--- src/rtl/freq_meter_pkg.sv ---
// Shared definitions for the auto-ranging frequency meter: range codes, sequencer states, gate multipliers.
// Latency: n/a (constants and a pure combinational helper).
// Backpressure: n/a.
package freq_meter_pkg;

  localparam logic [1:0] RANGE_100K = 2'b00;
  localparam logic [1:0] RANGE_10K  = 2'b01;
  localparam logic [1:0] RANGE_1K   = 2'b10;

  localparam int MULT_100K = 1;
  localparam int MULT_10K  = 10;
  localparam int MULT_1K   = 100;

  typedef enum logic [2:0] {
    ST_IDLE  = 3'd0,
    ST_CLEAR = 3'd1,
    ST_GATE  = 3'd2,
    ST_LATCH = 3'd3,
    ST_HOLD  = 3'd4
  } meas_state_t;

  // Gate multiplier for a range code; the unused code 11 behaves like 01.
  function automatic int gate_mult(input logic [1:0] code);
    int m;
    case (code)
      RANGE_100K: m = MULT_100K;
      RANGE_1K:   m = MULT_1K;
      default:    m = MULT_10K;
    endcase
    return m;
  endfunction

endpackage

--- src/rtl/sig_edge_sync.sv ---
// Brings the asynchronous measured signal into the clk domain and emits a one-cycle pulse per rising edge.
// Latency: edge pulse appears 3 clk after the input rises (2 sync flops + registered detect).
// Backpressure: none; every clean rising edge produces exactly one pulse.
module sig_edge_sync (
  input  logic i_clk,
  input  logic i_reset_n,
  input  logic i_sig,
  output logic o_edge
);

  logic r_sync1;
  logic r_sync2;
  logic r_sync2_d;
  logic r_edge;

  // Two-stage synchronizer, previous-value flop and registered rising-edge pulse.
  always_ff @(posedge i_clk or negedge i_reset_n) begin
    if (!i_reset_n) begin
      r_sync1   <= 1'b0;
      r_sync2   <= 1'b0;
      r_sync2_d <= 1'b0;
      r_edge    <= 1'b0;
    end else begin
      r_sync1   <= i_sig;
      r_sync2   <= r_sync1;
      r_sync2_d <= r_sync2;
      r_edge    <= r_sync2 & ~r_sync2_d;
    end
  end

  assign o_edge = r_edge;

endmodule

--- src/rtl/freq_meas_ctrl.sv ---
// Measurement sequencer: clear -> gate -> latch -> hold, counting synchronized signal edges over a range-dependent gate.
// Latency: result_valid and verdict pulses arrive gate_len+2 clk after the start/restart request is sampled.
// Backpressure: none; a start request in any state aborts the current measurement and restarts from CLEAR.
module freq_meas_ctrl
  import freq_meter_pkg::*;
#(
  parameter int CNT_W       = 14,
  parameter int GATE_BASE   = 50000,
  parameter int OVER_THRESH = 9999,
  parameter int LOW_THRESH  = 1000,
  parameter int HOLD_CYCLES = 1000
) (
  input  logic             i_clk,
  input  logic             i_reset_n,
  input  logic             i_sig_in,
  input  logic [1:0]       i_range_sel,
  input  logic             i_c_start,
  output logic             o_cnt_over,
  output logic             o_cnt_low,
  output logic [CNT_W-1:0] o_result,
  output logic [1:0]       o_result_range,
  output logic             o_result_valid,
  output logic             o_busy
);

  localparam int TMR_W = $clog2(MULT_1K * GATE_BASE);
  localparam logic [CNT_W-1:0] CNT_MAX   = '1;
  localparam logic [TMR_W-1:0] HOLD_LAST = TMR_W'(HOLD_CYCLES - 1);
  localparam logic [31:0]      OVER_LIM  = 32'(OVER_THRESH);
  localparam logic [31:0]      LOW_LIM   = 32'(LOW_THRESH);

  meas_state_t      r_state;
  logic [TMR_W-1:0] r_timer;
  logic [CNT_W-1:0] r_count;
  logic [1:0]       r_range;
  logic [CNT_W-1:0] r_result;
  logic [1:0]       r_result_range;
  logic             r_valid;
  logic             r_over;
  logic             r_low;
  logic             r_busy;

  logic             w_edge;
  logic [TMR_W-1:0] w_gate_last;
  logic [31:0]      w_count32;

  sig_edge_sync u_sync (
    .i_clk     (i_clk),
    .i_reset_n (i_reset_n),
    .i_sig     (i_sig_in),
    .o_edge    (w_edge)
  );

  // Last gate-timer value for the range captured in CLEAR, and the count widened for threshold compares.
  always_comb begin
    w_gate_last = TMR_W'(GATE_BASE * gate_mult(r_range) - 1);
    w_count32   = 32'(r_count);
  end

  // Sequencer FSM with gate/hold timer, saturating edge counter and registered outputs.
  // The timer is reused to count HOLD cycles since GATE and HOLD never overlap.
  always_ff @(posedge i_clk or negedge i_reset_n) begin
    if (!i_reset_n) begin
      r_state        <= ST_IDLE;
      r_timer        <= '0;
      r_count        <= '0;
      r_range        <= 2'b00;
      r_result       <= '0;
      r_result_range <= 2'b00;
      r_valid        <= 1'b0;
      r_over         <= 1'b0;
      r_low          <= 1'b0;
      r_busy         <= 1'b0;
    end else begin
      r_valid <= 1'b0;
      r_over  <= 1'b0;
      r_low   <= 1'b0;
      if (i_c_start) begin
        // Start or abort: anything in flight is discarded, no verdicts emitted.
        r_state <= ST_CLEAR;
        r_busy  <= 1'b1;
      end else begin
        case (r_state)
          ST_IDLE: begin
            r_busy <= 1'b0;
          end
          ST_CLEAR: begin
            r_count <= '0;
            r_timer <= '0;
            r_range <= i_range_sel;
            r_state <= ST_GATE;
            r_busy  <= 1'b1;
          end
          ST_GATE: begin
            if (w_edge && (r_count != CNT_MAX)) begin
              r_count <= r_count + 1'b1;
            end
            if (r_timer == w_gate_last) begin
              r_state <= ST_LATCH;
            end else begin
              r_timer <= r_timer + 1'b1;
            end
            r_busy <= 1'b1;
          end
          ST_LATCH: begin
            r_result       <= r_count;
            r_result_range <= r_range;
            r_valid        <= 1'b1;
            if (w_count32 > OVER_LIM) begin
              r_over <= 1'b1;
            end else if (w_count32 < LOW_LIM) begin
              r_low <= 1'b1;
            end
            r_timer <= '0;
            r_state <= ST_HOLD;
            r_busy  <= 1'b0;
          end
          ST_HOLD: begin
            if (r_timer == HOLD_LAST) begin
              r_state <= ST_CLEAR;
              r_busy  <= 1'b1;
            end else begin
              r_timer <= r_timer + 1'b1;
              r_busy  <= 1'b0;
            end
          end
          default: begin
            r_state <= ST_IDLE;
            r_busy  <= 1'b0;
          end
        endcase
      end
    end
  end

  assign o_cnt_over     = r_over;
  assign o_cnt_low      = r_low;
  assign o_result       = r_result;
  assign o_result_range = r_result_range;
  assign o_result_valid = r_valid;
  assign o_busy         = r_busy;

endmodule

--- config.mk ---
export PLATFORM = sky130hd
export DESIGN_NAME = freq_meas_ctrl
export DESIGN_NICKNAME = d
export VERILOG_FILES = /design/src/rtl/freq_meter_pkg.sv /design/src/rtl/sig_edge_sync.sv /design/src/rtl/freq_meas_ctrl.sv
export SDC_FILE = /design/constraint.sdc
export NUM_CORES = 1
export LEC_CHECK = 0
export CAP_MARGIN = 30
export CELL_PAD_IN_SITES_DETAIL_PLACEMENT = 2
export CELL_PAD_IN_SITES_GLOBAL_PLACEMENT = 2
export CORE_ASPECT_RATIO = 1.2
export CORE_MARGIN = 1.5
export CORE_UTILIZATION = 27
export DETAILED_ROUTE_END_ITERATION = 16
export PLACE_DENSITY_LB_ADDON = 0.1
export SLEW_MARGIN = 30
export SYNTH_ARGS = -nofsm -noshare
export SYNTH_HDL_FRONTEND = slang
export SYNTH_SLANG_ARGS = --single-unit
--- constraint.sdc ---
create_clock -name i_clk -period 3.18 [get_ports i_clk]
set_input_delay 0.477 -clock i_clk [delete_from_list [all_inputs] [get_ports i_clk]]
set_output_delay 0.477 -clock i_clk [all_outputs]
set_load 0.05 [all_outputs]
==> results.md <==
* CP max FO at 19
* Final Skew at 0.00638 ns
* Ys Warns at 0
* Crit path buf inv count at 2
* Worst hold path class: input pin to async pin
* Syn Area/Cell at 9.74 um^2
* Post-DR wirelength/cell at 19.3 um
* CP top delay family: compound AO/OA/AOI/OAI gates
* Req. time, crit path at 3.40 ns
* Die area at 0.0145 mm^2
* Sink Count at 66
* Final Total Pwr at 2280 uW
* CTS Hold Buffers Added at 0
* Slew HR at 0.397
* Finished Cell Area at 0.00443 mm^2
* Initial antenna violation count at 0
* Via/cell ratio at 5.42
* First-pass GRT wire length at 18,600 um
* WP depth at 10
* Most common cell in the netlist: dfrtp_1
* Reg-to-reg startpoint: r_range[0]
* EDFF count, synth at 0
* Maximum number of pins on one net before global-route repair at 38
* Yosys top cell by area: dfrtp_1
* Synthesized area at 0.00372 mm^2
* Post-CTS Setup Bufs at 0
* #FFs+latches synth at 66
* Placed Area at 0.00415 mm^2
* CP startpoint: r_range[0]
* Final Max Slew Viols at 0
* CTS tree: done
* Largest cells by area after synthesis: dfrtp_1, nand2_1, mux2_2, nand4_1, nand3_1
* R2r endpoint: r_timer[8]
* Slew @ Worst Pin at 0.897 ns
* Asr flop ratio synth at 1.00
* Fin crit period at 2.84 ns
* Worst-path cell chain: nor2_1 > inv_1 > ha_1 > ha_1 > nor3b_1 > o211ai_1 > o211a_4 > a21o_1 > buf_4 > o41ai_1
* Max Cap Violations at 0
* Filler instances at 1,498
* PostCTS Resize Cnt at 0
* Endpoints failing setup at 0
* Distinct cells, synth at 65
* Net Switching at 669 uW
* Clock Power Share at 0.435
* Setup TNS at 0 ns
* Drt pass-1 iters at 4
* H-tree levels at 3
* Comb power frac at 0.154
* Post-synth top cells: dfrtp_1, nand2_1, inv_1, nand3_1, o21ai_0
* Clock root cell: clkbuf_16
* Antenna cell count at 0
* Rows at 46
* R2R depth at 10
* Run status: complete, no violations
* P&R area growth vs syn at 19.1%
* Cells after Synth at 382
* Tcrit/Tclk final at 0.893
* Worst-Skew Late Latency at 0.35 ns
* RSZ-0062 raised after global routing: false
* Post-synthesis net count at 395
* Hold Fails Final Rpt at 0
* Primary FF master, synth: dfrtp_1
* Vertical die dimension at 132 um
* Top cell by count, worst path: ha_1
* PortBufs at 25
* Worst reg2reg setup slack at 0.34 ns
* DRC at 0
* Pwr dens at 515 mW/mm^2
* CTS max path bufs at 2
* Final WL at 11,200 um
* Leakage at 0.00182 uW
* Total congestion overflow at 0
* Total track usage at 0.171
* # nets final at 420
* Starting Density at 0.279
* Placer Congestion at 0.756
* Core area at 0.0134 mm^2
* Number of global-route vias before repair at 3,351
* Clock transition at path regs at 0.06 ns
* Dpl hpwl at 7890 um
* CP startpoint kind: flop
* Int Pwr at 1610 uW
* Final antenna-violating net count at 0
* CP max-delay cell: dfrtp_1
* Setup crit end: r_timer[8]
* I/O Pins at 26
* Layout cell share with drive strength beyond 1 at 0.129
* Setup crit end kind: flop
* WS Path Type: flop to flop
* Vias at 3,146
* Worst VDD drop at 0.282 mV
* Crit path DAT at 3.06 ns
* Die X at 110 um
* Seq pwr share at 0.411
* Maximum clock frequency at 0.352 GHz
* DRT iter0 DRCs at 76
* Register area share after synthesis at 0.444
* Share of the synthesized area in the top cell type at 0.444
* Sw Ratio at 0.293
* Slowest Stage Delay on Critical Path at 0.48 ns
* CTS Buf Count at 9
==> worst min-delay path by stage <==
stage | start | end | slack [ns] | depth (start not counted)
floorplan | i_reset_n | o_busy | 0.18 | 0
global placement | u_sync.r_sync1 | u_sync.r_sync2 | 0.33 | 0
detailed placement | u_sync.r_sync1 | u_sync.r_sync2 | 0.35 | 0
CTS | i_reset_n | o_result[10] | 0.23 | 1
global route | i_reset_n | o_result_valid | 0.24 | 1
finish | i_reset_n | o_result_valid | 0.20 | 1
==> flip-flops by register name (all words and copies together) (netlist names) <==
register / flops
r_state: 3
o_result_valid: 1
o_result: 14
u_sync.r_sync2: 1
o_result_range: 2
u_sync.r_sync2_d: 1
r_range: 2
u_sync.r_sync1: 1
r_count: 14
o_busy: 1
u_sync.o_edge: 1
o_cnt_low: 1
r_timer: 23
o_cnt_over: 1
==> worst register-to-register path, stage by stage, from the launching register on <==
cell	delay (ns)
dfrtp_1	0.48
nor2_1	0.29
inv_1	0.11
ha_1	0.21
ha_1	0.29
nor3b_1	0.23
o211ai_1	0.13
o211a_4	0.20
a21o_1	0.18
buf_4	0.21
o41ai_1	0.38
==> layout by cell type (no fill, tap or decap), types with 3 or more instances in the layout <==
cell,netlist,final
dfrtp_1,66,66
nand2_1,40,40
clkdlybuf4s50_1,0,24
inv_1,18,18
nand3_1,18,18
o21ai_0,18,18
nand4_1,16,16
nor2_1,15,15
a21oi_1,14,14
mux2_2,11,11
and3_1,10,10
nor3_1,10,10
o211ai_1,10,10
clkbuf_16,0,9
buf_4,3,8
o31ai_1,7,7
ha_1,7,7
nor4_1,6,6
a31oi_1,6,6
nand2b_1,5,5
o31ai_2,5,5
mux2_1,5,5
and2_1,4,4
mux2i_1,4,4
o22ai_1,4,4
a211o_1,4,4
clkinv_2,0,4
or3_1,3,3
xor2_1,3,3
o2bb2ai_1,3,3
a21o_1,3,3
a211oi_1,3,3
or4_1,3,3
==> metrics by stage <==
stage          hold slack [ns]  instances  worst slack [ns]   util
3_3_place_gp             0.332        564             0.516  0.311
3_5_place_dp             0.347        564             0.362  0.311
6_report                 0.196        580             0.339  0.332
4_1_cts                  0.230        580             0.255  0.332
5_1_grt                  0.243        580            0.0269  0.332
2_1_floorplan            0.181        382             0.698      -
==> cell families after synthesis <==
group                      synth area share
muxes                                0.0592
and+or+nand+nor                       0.217
DFF                                   0.444
buffers and inverters                0.0481
adders and majority gates            0.0235
AOI/OAI and AO/OA                     0.197
xor gates and xnor gates             0.0118
==> area by class of cell <==
type | count | area [um^2] | area share
clock buffers | 10 | 229 | 0.0517
clock inverters | 6 | 57.6 | 0.0130
inverters | 18 | 67.6 | 0.0152
multi-input cells | 278 | 1890 | 0.427
flip-flops and latches | 66 | 1650 | 0.373
well taps | 168 | 210 | 0.0474
repair buffers | 34 | 325 | 0.0734
==> per-layer routing <==
metal / track usage / vias up / part of all wire
li1: - / 1480 / -
met1: 0.205 / 1616 / 0.44
met2: 0.289 / 34 / 0.51
met3: 0.0288 / 16 / 0.021
met4: 0.0848 / 0 / 0.027
met5: 0 / - / 0
==> power groups by stage <==
stage | Combinational, uW | Sequential [uW] | Clock, uW
2_1_floorplan | 182 | 998 | 0
3_3_place_gp | 349 | 952 | 0
3_5_place_dp | 362 | 955 | 0
4_1_cts | 363 | 940 | 1020
5_1_grt | 393 | 947 | 1060
6_report | 352 | 938 | 993
Note: power is estimated with default switching activity, not from simulation.
==> variant (config.mk and constraints unchanged) <==
Change the parameter `GATE_BASE` from 50000 to 100000.
--- a/src/rtl/freq_meas_ctrl.sv
+++ b/src/rtl/freq_meas_ctrl.sv
@@ -5,7 +5,7 @@
   import freq_meter_pkg::*;
 #(
   parameter int CNT_W       = 14,
-  parameter int GATE_BASE   = 50000,
+  parameter int GATE_BASE   = 100000,
   parameter int OVER_THRESH = 9999,
   parameter int LOW_THRESH  = 1000,
   parameter int HOLD_CYCLES = 1000
Behaviour: no difference found for any inputs over 10 cycles, from zero or initial values and one cycle with i_reset_n low; that may be too few to reach the edited logic, so the function may still have changed.
==> variant against the unedited design <==
  * Sequential power grew 3.3%
  * Setup slack got worse by 0.12 ns
  * Synthesized area increased by 2.8%
  * Hold slack gained 0.018 ns
  * Critical path depth increased by 2
  * Design area up 5.2%
  * Power rose by 16%
  * Wire length is 6.6% higher
  * Sequential cell count is 1 higher
  * Critical endpoint is now r_timer[17]
  * Largest power group unchanged
==> variant: results (changes against the unedited design) <==
Max IR drop VDD: 0.224 mV (-21%)
Nets in the synthesized netlist: 436 (+10%)
Proportion of synthesized area in mux cells: 3.76% (-2.2 points)
Total via count in the routed design: 3319 (+5.5%)
Initial DRC Count: 110 (+45%)
Global-route met2 utilization: 31.4% (+2.5 points)
Status: finished, final reports clean
Half-perimeter wire length after placement: 8.62 mm (+9.2%)
Placed cell area: 0.00432 mm^2 (+4.1%)
Leakage component of the power: 1.91 nW (+5.2%)
R2R depth: 12 (+2)
Mean routed wirelength per cell: 19.0 um (-1.7%)
Post-synthesis xor/xnor area fraction: 2.06% (+0.88 points)
Total global-route track usage: 17.1% (about the same)
Flip-flop count of the largest register after layout: 24 (+4.3%)
Largest net degree at the start of global routing: 33 (-13%)
Critical Path End: r_timer[17]
CP Data Arrival Time: 3.19 ns (+0.13 ns)
Compound-Gate Fraction of Synth Area: 18.4% (-1.3 points)
Cts repair resizes: 3 (+3)
Ranking of synthesized cells by instance count: sky130_fd_sc_hd__nand2_1 (80), sky130_fd_sc_hd__dfrtp_1 (67), sky130_fd_sc_hd__nor2_1 (36)
Clock Skews: 0.00404 ns (-0.00233 ns)
Count leader, synth: sky130_fd_sc_hd__nand2_1
Filler instances: 1529 (+2.1%)
Top area cells in the synthesized netlist: sky130_fd_sc_hd__dfrtp_1 (44%), sky130_fd_sc_hd__nand2_1 (7.8%), sky130_fd_sc_hd__nor2_1 (3.5%)
Measured slew at the worst slew-check pin: 0.793 ns (-0.104 ns)
variant: cell count changes after synthesis, moves of 6 or more:
cell,unedited run,this run
sky130_fd_sc_hd__a211oi_1,3,12
sky130_fd_sc_hd__and3_1,10,4
sky130_fd_sc_hd__mux2_2,11,3
sky130_fd_sc_hd__mux2i_1,4,11
sky130_fd_sc_hd__nand2_1,40,80
sky130_fd_sc_hd__nand2b_1,5,13
sky130_fd_sc_hd__nand4_1,16,8
sky130_fd_sc_hd__nor2_1,15,36
sky130_fd_sc_hd__o211ai_1,10,0
sky130_fd_sc_hd__o21ai_0,18,10
sky130_fd_sc_hd__xnor2_1,2,8
variant: area by class of cell:
class / count / area, um^2 / share of cell area (%)
multi-input cells: 311 / 2000 / 42.9
clock buffers: 10 / 239 / 5.12
inverters: 22 / 82.6 / 1.77
clock inverters: 6 / 65.1 / 1.40
flip-flops and latches: 67 / 1680 / 36.0
well taps: 171 / 214 / 4.59
repair buffers: 42 / 385 / 8.26
variant: power breakdown:
group / total, mW / switching, mW / internal [mW] / leakage [nW]
combinational: 0.641 / 0.415 / 0.227 / 0.862
clock: 1.04 / 0.410 / 0.628 / 0.148
sequential: 0.969 / 0.0519 / 0.917 / 0.904
total: 2.65 / 0.877 / 1.77 / 1.91
variant: per-stage QoR:
stage	setup WS, ns	hold slack [ns]	std cells	power (mW)	util [%]
detailed placement	-0.111	0.348	613	1.61	31.2
finish	0.217	0.214	629	2.65	33.7
CTS	0.0311	0.243	629	2.68	33.5
global placement	0.179	0.336	613	1.58	31.2
global route	0.00970	0.277	629	2.77	33.7
floorplan	0.341	0.181	423	1.38	-
variant: layer usage:
layer	wire, um	vias up	part of all wire [%]
li1	-	1572	-
met1	4930	1695	41
met2	6570	40	55
met3	250	12	2.1
met4	208	0	1.7
met5	0	-	0
